`src/rtl/iir_par_gen.sv`:
```
`default_nettype none
// ============================================================================
//  Module   : iir_par_gen
//  Purpose  : Two-path (even/odd polyphase) first-order look-ahead IIR filter
//             with shift-add coefficients, guard bits and optional output
//             saturation. Single clock domain, sample-valid strobe.
//
//             y[n] = x[n] + A(x[n-1]) + B(y[n-2])
//             A(v) = (v>>>A1) + (v>>>A2),  B(v) = (v>>>B1) + (v>>>B2)
//
//  Ports    : clk      - system clock, all logic on posedge
//             reset    - synchronous active-high reset
//             x_in     - signed input sample (W+1 bits)
//             x_valid  - x_in accepted on this posedge when high
//             bypass   - 1: y_out carries the delayed input sample
//             y_out    - signed output sample (W+1 bits), held between strobes
//             y_valid  - one-cycle strobe, y_out valid
//             ovf      - sticky saturation flag
//  Revision : 1.0  initial release
// ============================================================================
module iir_par_gen #(
    parameter int W   = 14,
    parameter int G   = 3,
    parameter int A1  = 1,
    parameter int A2  = 2,
    parameter int B1  = 1,
    parameter int B2  = 4,
    parameter int SAT = 1
) (
    input  logic         clk,
    input  logic         reset,
    input  logic [W:0]   x_in,
    input  logic         x_valid,
    input  logic         bypass,
    output logic [W:0]   y_out,
    output logic         y_valid,
    output logic         ovf
);

    localparam int c_WI = W + 1 + G;

    // Output clamp limits expressed in the internal width.
    localparam logic signed [c_WI-1:0] c_YMAX = {{(G+1){1'b0}}, {W{1'b1}}};
    localparam logic signed [c_WI-1:0] c_YMIN = {{(G+1){1'b1}}, {W{1'b0}}};

    // ------------------------------------------------------------------------
    // State
    // ------------------------------------------------------------------------
    logic signed [c_WI-1:0] r_xd;       // x[n-1], last accepted input
    logic signed [c_WI-1:0] r_yh_e;     // history of the even path
    logic signed [c_WI-1:0] r_yh_o;     // history of the odd path
    logic                   r_phase;    // 0 = even, toggles per accepted sample

    logic signed [c_WI-1:0] r_s1;       // stage 1: x[n] + A(x[n-1])
    logic                   r_s1_ph;
    logic                   r_s1_byp;
    logic        [W:0]      r_s1_x;     // raw input for the bypass path
    logic                   r_s1_vld;

    // ------------------------------------------------------------------------
    // Combinational datapath
    // ------------------------------------------------------------------------
    logic signed [c_WI-1:0] w_x_ext;
    logic signed [c_WI-1:0] w_a;
    logic signed [c_WI-1:0] w_yh;
    logic signed [c_WI-1:0] w_b;
    logic signed [c_WI-1:0] w_y;
    logic        [W:0]      w_yo;
    logic                   w_clamp;

    assign w_x_ext = {{G{x_in[W]}}, x_in};
    assign w_a     = (r_xd >>> A1) + (r_xd >>> A2);

    // The register of the sample's own phase was last written two accepted
    // samples ago, so it holds y[n-2] even for back-to-back input.
    assign w_yh    = r_s1_ph ? r_yh_o : r_yh_e;
    assign w_b     = (w_yh >>> B1) + (w_yh >>> B2);
    assign w_y     = r_s1 + w_b;

    generate
        if (SAT != 0) begin : g_sat
            always_comb begin
                w_yo    = w_y[W:0];
                w_clamp = 1'b0;
                if (w_y > c_YMAX) begin
                    w_yo    = c_YMAX[W:0];
                    w_clamp = 1'b1;
                end else if (w_y < c_YMIN) begin
                    w_yo    = c_YMIN[W:0];
                    w_clamp = 1'b1;
                end
            end
        end else begin : g_wrap
            assign w_yo    = w_y[W:0];
            assign w_clamp = 1'b0;
        end
    endgenerate

    // ------------------------------------------------------------------------
    // Stage 1: feed-forward term, input history and phase
    // ------------------------------------------------------------------------
    always_ff @(posedge clk) begin
        if (reset) begin
            r_xd     <= '0;
            r_phase  <= 1'b0;
            r_s1     <= '0;
            r_s1_ph  <= 1'b0;
            r_s1_byp <= 1'b0;
            r_s1_x   <= '0;
            r_s1_vld <= 1'b0;
        end else begin
            r_s1_vld <= x_valid;
            if (x_valid) begin
                r_s1     <= w_x_ext + w_a;
                r_s1_ph  <= r_phase;
                r_s1_byp <= bypass;
                r_s1_x   <= x_in;
                r_xd     <= w_x_ext;
                r_phase  <= ~r_phase;
            end
        end
    end

    // ------------------------------------------------------------------------
    // Stage 2: feedback term, history update and output
    // The history updates even in bypass so leaving bypass is transient-free.
    // ------------------------------------------------------------------------
    always_ff @(posedge clk) begin
        if (reset) begin
            r_yh_e  <= '0;
            r_yh_o  <= '0;
            y_out   <= '0;
            y_valid <= 1'b0;
            ovf     <= 1'b0;
        end else begin
            y_valid <= r_s1_vld;
            if (r_s1_vld) begin
                if (r_s1_ph) begin
                    r_yh_o <= w_y;
                end else begin
                    r_yh_e <= w_y;
                end
                y_out <= r_s1_byp ? r_s1_x : w_yo;
                if (w_clamp && !r_s1_byp) begin
                    ovf <= 1'b1;
                end
            end
        end
    end

endmodule
`default_nettype wire

```
`config.mk`:
```
export PLATFORM = sky130hd
export DESIGN_NAME = iir_par_gen
export DESIGN_NICKNAME = d
export VERILOG_FILES = /design/src/rtl/iir_par_gen.sv
export SDC_FILE = /design/constraint.sdc
export NUM_CORES = 1
export LEC_CHECK = 0
export CORE_MARGIN = 2
export CORE_UTILIZATION = 54
export DETAILED_ROUTE_END_ITERATION = 6
export PLACE_DENSITY = 0.79
export SLEW_MARGIN = 20
export SYNTH_ARGS = -nofsm -noshare
export SYNTH_HDL_FRONTEND = slang
export SYNTH_SLANG_ARGS = --single-unit
```
`constraint.sdc`:
```
create_clock -name clk -period 4 [get_ports clk]
set_clock_uncertainty 0.15 [all_clocks]
set_input_delay 1.2 -clock clk [delete_from_list [all_inputs] [get_ports clk]]
set_output_delay 1.2 -clock clk [all_outputs]
set_load 0.005 [all_outputs]
```
=== Word-level counts from Yosys, hierarchy flattened ===
Cells that the tools add are included.

* Register bits: 105
* Input bits: 19
* Output and inout port bits: 17
* Logic and storage cells: 31

* Add/sub/neg operators: 4
* $lt $le $gt $ge: 2
* Mux-type cells: 6
* Bitwise gates (word level): 2
* Reductions and logical operators: 5

{| class="wikitable"
|+ Operators by type and width
! cell !! number
|-
| two-way mux 15 bit || 3
|-
| adder 17 x 14 -> 18 bit || 1
|-
| adder 18 bit || 1
|-
| > comparator 18 x 15 -> 1 bit, second input constant || 1
|-
| < comparator 18 x 15 -> 1 bit, second input constant || 1
|-
| two-way mux 18 bit || 1
|-
| adder 15 x 15 -> 16 bit || 1
|-
| adder 14 x 13 -> 15 bit || 1
|-
| AND reduction 2 bit || 3
|-
| two-way mux 1 bit || 2
|-
| NOT 1 bit || 2
|-
| logical AND 1 bit || 1
|-
| zero test 1 bit || 1
|}

=== Logic depth before layout (Yosys ltp) ===
* Word-level depth: 8
* Mapped depth: 16
* Mapped depth without buffers: 14

=== Worst setup path after synthesis ===
OpenSTA, ideal clock, no wires.

* Path kind: register to register
* Start: register r_s1_ph
* End: register y_out[12]
* Setup time: 0.130 ns
* Arrival time: 4.086 ns
* Required time: 3.720 ns
* Slack: -0.366 ns
* Cell stages (with the launch flop): 17
* Buffers on the path: 3
* Clock period less this slack: 4.366 ns
* Path through: dfxtp_1 > buf_1 > buf_1 > mux2i_1 > fa_1 > inv_1 > ha_1 > fa_1 > a21oi_1 > o21ai_1 > a31oi_1 > nand3_1 > a221o_1 > xnor2_4 > buf_4 > o2111ai_1 > o211ai_1

* Word-level cells in the longest chain between the ends: 7
* Elaborated cells on any way between the ends: 8
* Those cells by class: add/sub (2); order compare (2); mux (4)

{| class="wikitable"
|+ RTL lines
! what !! RTL line !! text
|-
| start, declared || 55 || <nowiki>logic r_s1_ph;</nowiki>
|-
| start signal, assigned || 115 || <nowiki>r_s1_ph <= r_phase;</nowiki>
|-
| two-way mux 18 bit * || 76 || <nowiki>assign w_yh = r_s1_ph ? r_yh_o : r_yh_e;</nowiki>
|-
| adder 17 x 14 -> 18 bit * || 77 || <nowiki>assign w_b = (w_yh >>> B1) + (w_yh >>> B2);</nowiki>
|-
| adder 18 bit * || 78 || <nowiki>assign w_y = r_s1 + w_b;</nowiki>
|-
| < comparator 18 x 15 -> 1 bit || 88 || <nowiki>end else if (w_y < c_YMIN) begin</nowiki>
|-
| two-way mux 15 bit || 88 ||
|-
| two-way mux 15 bit * || 85 || <nowiki>if (w_y > c_YMAX) begin</nowiki>
|-
| two-way mux 15 bit * || 143 || <nowiki>y_out <= r_s1_byp ? r_s1_x : w_yo;</nowiki>
|-
| end signal, assigned || 143 ||
|-
| end, declared || 35 || <nowiki>output logic [W:0] y_out,</nowiki>
|}

Mark *: on every way between the ends. The rest lies on a longest branch, timed or not.
A chain may end at the register's enable or synchronous reset.

=== Worst setup path after layout ===
* Start: register r_s1_ph
* End: register y_out[1]

The elaborated chain is that of the path after synthesis.

==> flow_summary.yaml <==
clocking:
  cts_sinks: 86
  cts_hold_buf: 0
  clock_latency_ns: 0.36
  cts_tree: "built"
  clk_pin_slew_ns: 0.09
  numCtsBuffers: 9
  clockBufferDepth: 2
  cts-root-buf: "clkbuf_8"
  cts_max_level: 3
cells_and_area:
  syn_to_final_growth_pct: 29.33
  regArea_sq_um: 1725
  fillers: 692
  final_util_pct: 71.73
  nets: 775
  final_cell_area_sq_um: 6979
  n_antenna_cell: 0
  multiInputGateArea_sq_um: 3850
  layout-drive-gt1-share_pct: 23.64
critical_path:
  crit_type: "register to register"
  worstSetupStartpointType: "register"
  end_kind: "register"
  critPathMaxFanout: 8
  crit_path_max_incr_delay_ns: 0.50
  cp_slowest_cell: "fa_1"
  critPathRequiredTime_ns: 4.10
  crit_chain: "buf_6 > buf_12 > mux2_4 > fa_1 > ha_4 > and3_4 > and3_4 > a31oi_4 > buf_4 > a31oi_4 > xnor2_4 > nor4_4 > buf_6 > nor2_4 > o32ai_2"
  critPathArrivalTime_ns: 4.16
synth:
  synth_edf_count: 0
  synthCells: 603
  yosys-top-cells-area: "dfxtp_1 (32%), fa_1 (12%), ha_1 (7.0%)"
  syn_nets: 683
  synth_area_leader_cell: "dfxtp_1"
  seq_area_frac_synth_pct: 31.90
  ys_seq_elements: 86
  ys_types: 53
  ys.flop_type: "dfxtp_1"
  ys.warnings.count: 0
  synth-async-reset-ratio_pct: 0
  synth_top_area_share_pct: 31.90
  synth_area_sq_um: 5396
  avgSynthCellArea_sq_um: 8.949
outcome:
  status: "finished with violations"
  violations: "negative setup slack"
floorplanning:
  io_pins: 36
  core_area_sq_um: 9729
  die_h_microns: 104.0
  fp-row-count: 36
  chipWidth_microns: 104.0
  die_area_sq_um: 10810
  initial_core_util_pct: 55.47
global_routing:
  antenna_found_initial: 0
  grt_pass1_wl_microns: 24050
  first_global_vias: 5115
  overflow: 0
  grt_use_total_pct: 27.34
  grt_max_degree: 40
sta:
  relSlewSlack_pct: 28.15
  worst_slew_pin_slew_ns: 1.076
  finalSetupViolations: 2
  fin_ws_ns: -0.05525
  layout_worst_path_cycle_share_pct: 101.4
  hold_viol_final: 0
  rsz0062_at_grt: "yes"
  clock.fmax_ghz: 0.2466
  post-route-min-period_ns: 4.055
  finalMaxSlewViolations: 0
pwr:
  ir_drop_mv: 0.2249
  power-per-cell-area_nw_per_um2: 406.8
  power.leakage_nw: 2.927
placed_design:
  postPlaceCellArea_sq_um: 6232
  gp_congestion: 0.8520
  hpwl_microns: 10370
  portBuffers: 35
detailed_routing:
  route.detailed.drc: 0
  first_iter_violations: 314
  first_pass_iters: 5
  via_count: 5015
  detail-route-antenna-nets: 0
  wl_microns: 16220
  wl_per_cell_microns: 19.52
  vias_per_cell: 6.035
job:
  maxCapViolations: 0
min_path:
  hold_class: "register to register"
==> cells in the mapped netlist, drive strengths merged, types with 11 or more instances <==
| library cell | count |
|---|---|
| o21ai | 27 |
| ha | 30 |
| o211ai | 15 |
| nor2 | 70 |
| clkbuf | 18 |
| dfxtp | 86 |
| mux2 | 15 |
| a211oi | 11 |
| inv | 29 |
| fa | 31 |
| xnor2 | 14 |
| a21oi | 55 |
| mux2i | 28 |
| nand2 | 68 |
==> kinds of logic (layout without fill, tap and decap cells) <==
kind of cell / count (synthesis) / in the layout / share of synthesized area [%]
XOR/XNOR: 24 / 24 / 4.382
multiplexers: 43 / 43 / 8.324
AND/OR/NAND/NOR: 185 / 185 / 15.23
buffers and inverters: 55 / 150 / 4.034
adder cells (fa/ha/maj): 61 / 61 / 18.46
AO/OA/AOI/OAI: 149 / 149 / 17.67
flip-flops: 86 / 86 / 31.90
==> cells in the final DEF, fill, tap and decap left out, types with 8 or more instances in the layout <==
cell             Yosys  layout
o211ai_1            15      15
clkbuf_8             0       9
mux2_4               0       8
nand2_1             68      67
o21ai_0             24      19
ha_4                 0       8
nand2b_1             8       8
a21oi_2              0       8
xor2_1              10       9
ha_1                30      18
xnor2_1             12      12
a21oi_1             54      45
a211oi_1            10       8
buf_4                1      62
inv_1               29      29
clkdlybuf4s50_1      0      30
dfxtp_1             86      85
fa_1                31      29
mux2i_1             28      27
nor2_1              69      68
==> metal layers <==
layer / GRT usage (%) / routed length (microns)
met3: 5.764 / 983
met4: 12.16 / 881
met1: 31.57 / 6037
met5: 0 / 0
met2: 48.59 / 8320
==> worst max-delay path: cells and delay by family (launching register included) <==
kind,cells,cell delay [ns]
AO/OA/AOI/OAI,3,0.68
multiplexers,1,0.33
XOR/XNOR,1,0.13
AND/OR/NAND/NOR,4,0.76
flip-flops,1,0.43
adder cells (fa/ha/maj),2,0.83
buffers and inverters,4,0.62
==> report_power, final <==
group	total (W)	internal [W]	switching (W)
Clock	0.000591	0.000279	0.000312
Combinational	0.00123	0.000596	0.000637
Sequential	0.00102	0.000937	0.0000777
Total	0.00284	0.00181	0.00103
==> path summary, 6_finish.rpt <==
check / startpoint / depth (start not counted) / endpoint / slack [ns]
worst max-delay path: r_s1_ph$_SDFFE_PP0P_ / 15 / y_out[1]$_SDFFE_PP0P_ / -0.06
worst min register to register: r_yh_e[1]$_SDFFE_PP0P_ / 2 / r_yh_e[1]$_SDFFE_PP0P_ / 0.32
worst max register to register: r_s1_ph$_SDFFE_PP0P_ / 15 / y_out[1]$_SDFFE_PP0P_ / -0.06
worst min-delay path: r_yh_e[1]$_SDFFE_PP0P_ / 2 / r_yh_e[1]$_SDFFE_PP0P_ / 0.32
==> metrics by stage <==
stage / worst slack (ns) / power (W) / std cells / hold slack [ns] / setup TNS (ns)
3_3_place_gp: -0.4971 / 0.001950 / 800 / 0.2884 / -6.611
5_1_grt: -0.1475 / 0.002973 / 831 / 0.3284 / -0.9079
4_1_cts: 0.009714 / 0.002618 / 818 / 0.3061 / 0
3_5_place_dp: -0.7744 / 0.001999 / 800 / 0.2939 / -9.101
2_1_floorplan: 0.01864 / 0.001605 / 603 / 0.2829 / 0
6_report: -0.05525 / 0.002839 / 831 / 0.3196 / -0.08322
==> area by class of cell <==
class	instances	share of cell area, %
clock buffer	9	1.775
clock inverter	5	0.7530
inverter	29	1.560
timing repair buffer	107	13.64
tap	133	2.384
multi-input combinational	462	55.16
sequential	86	24.72
==> registers in the layout, summed over array words and instances, names as in the netlist <==
register	cells
r_yh_o	17
r_phase	1
ovf	1
r_yh_e	17
r_s1_ph	1
r_s1	16
r_s1_x	15
r_s1_vld	1
r_s1_byp	1
y_out	15
y_valid	1
==> what timing repair did <==
action                     in CTS  in global routing
pin swaps                      12                 42
cloned                          0                  0
buffers inserted                4                 13
setup endpoints to repair      22                 25
gates resized for setup        27                 61
Power figures use the tool's default switching activity.
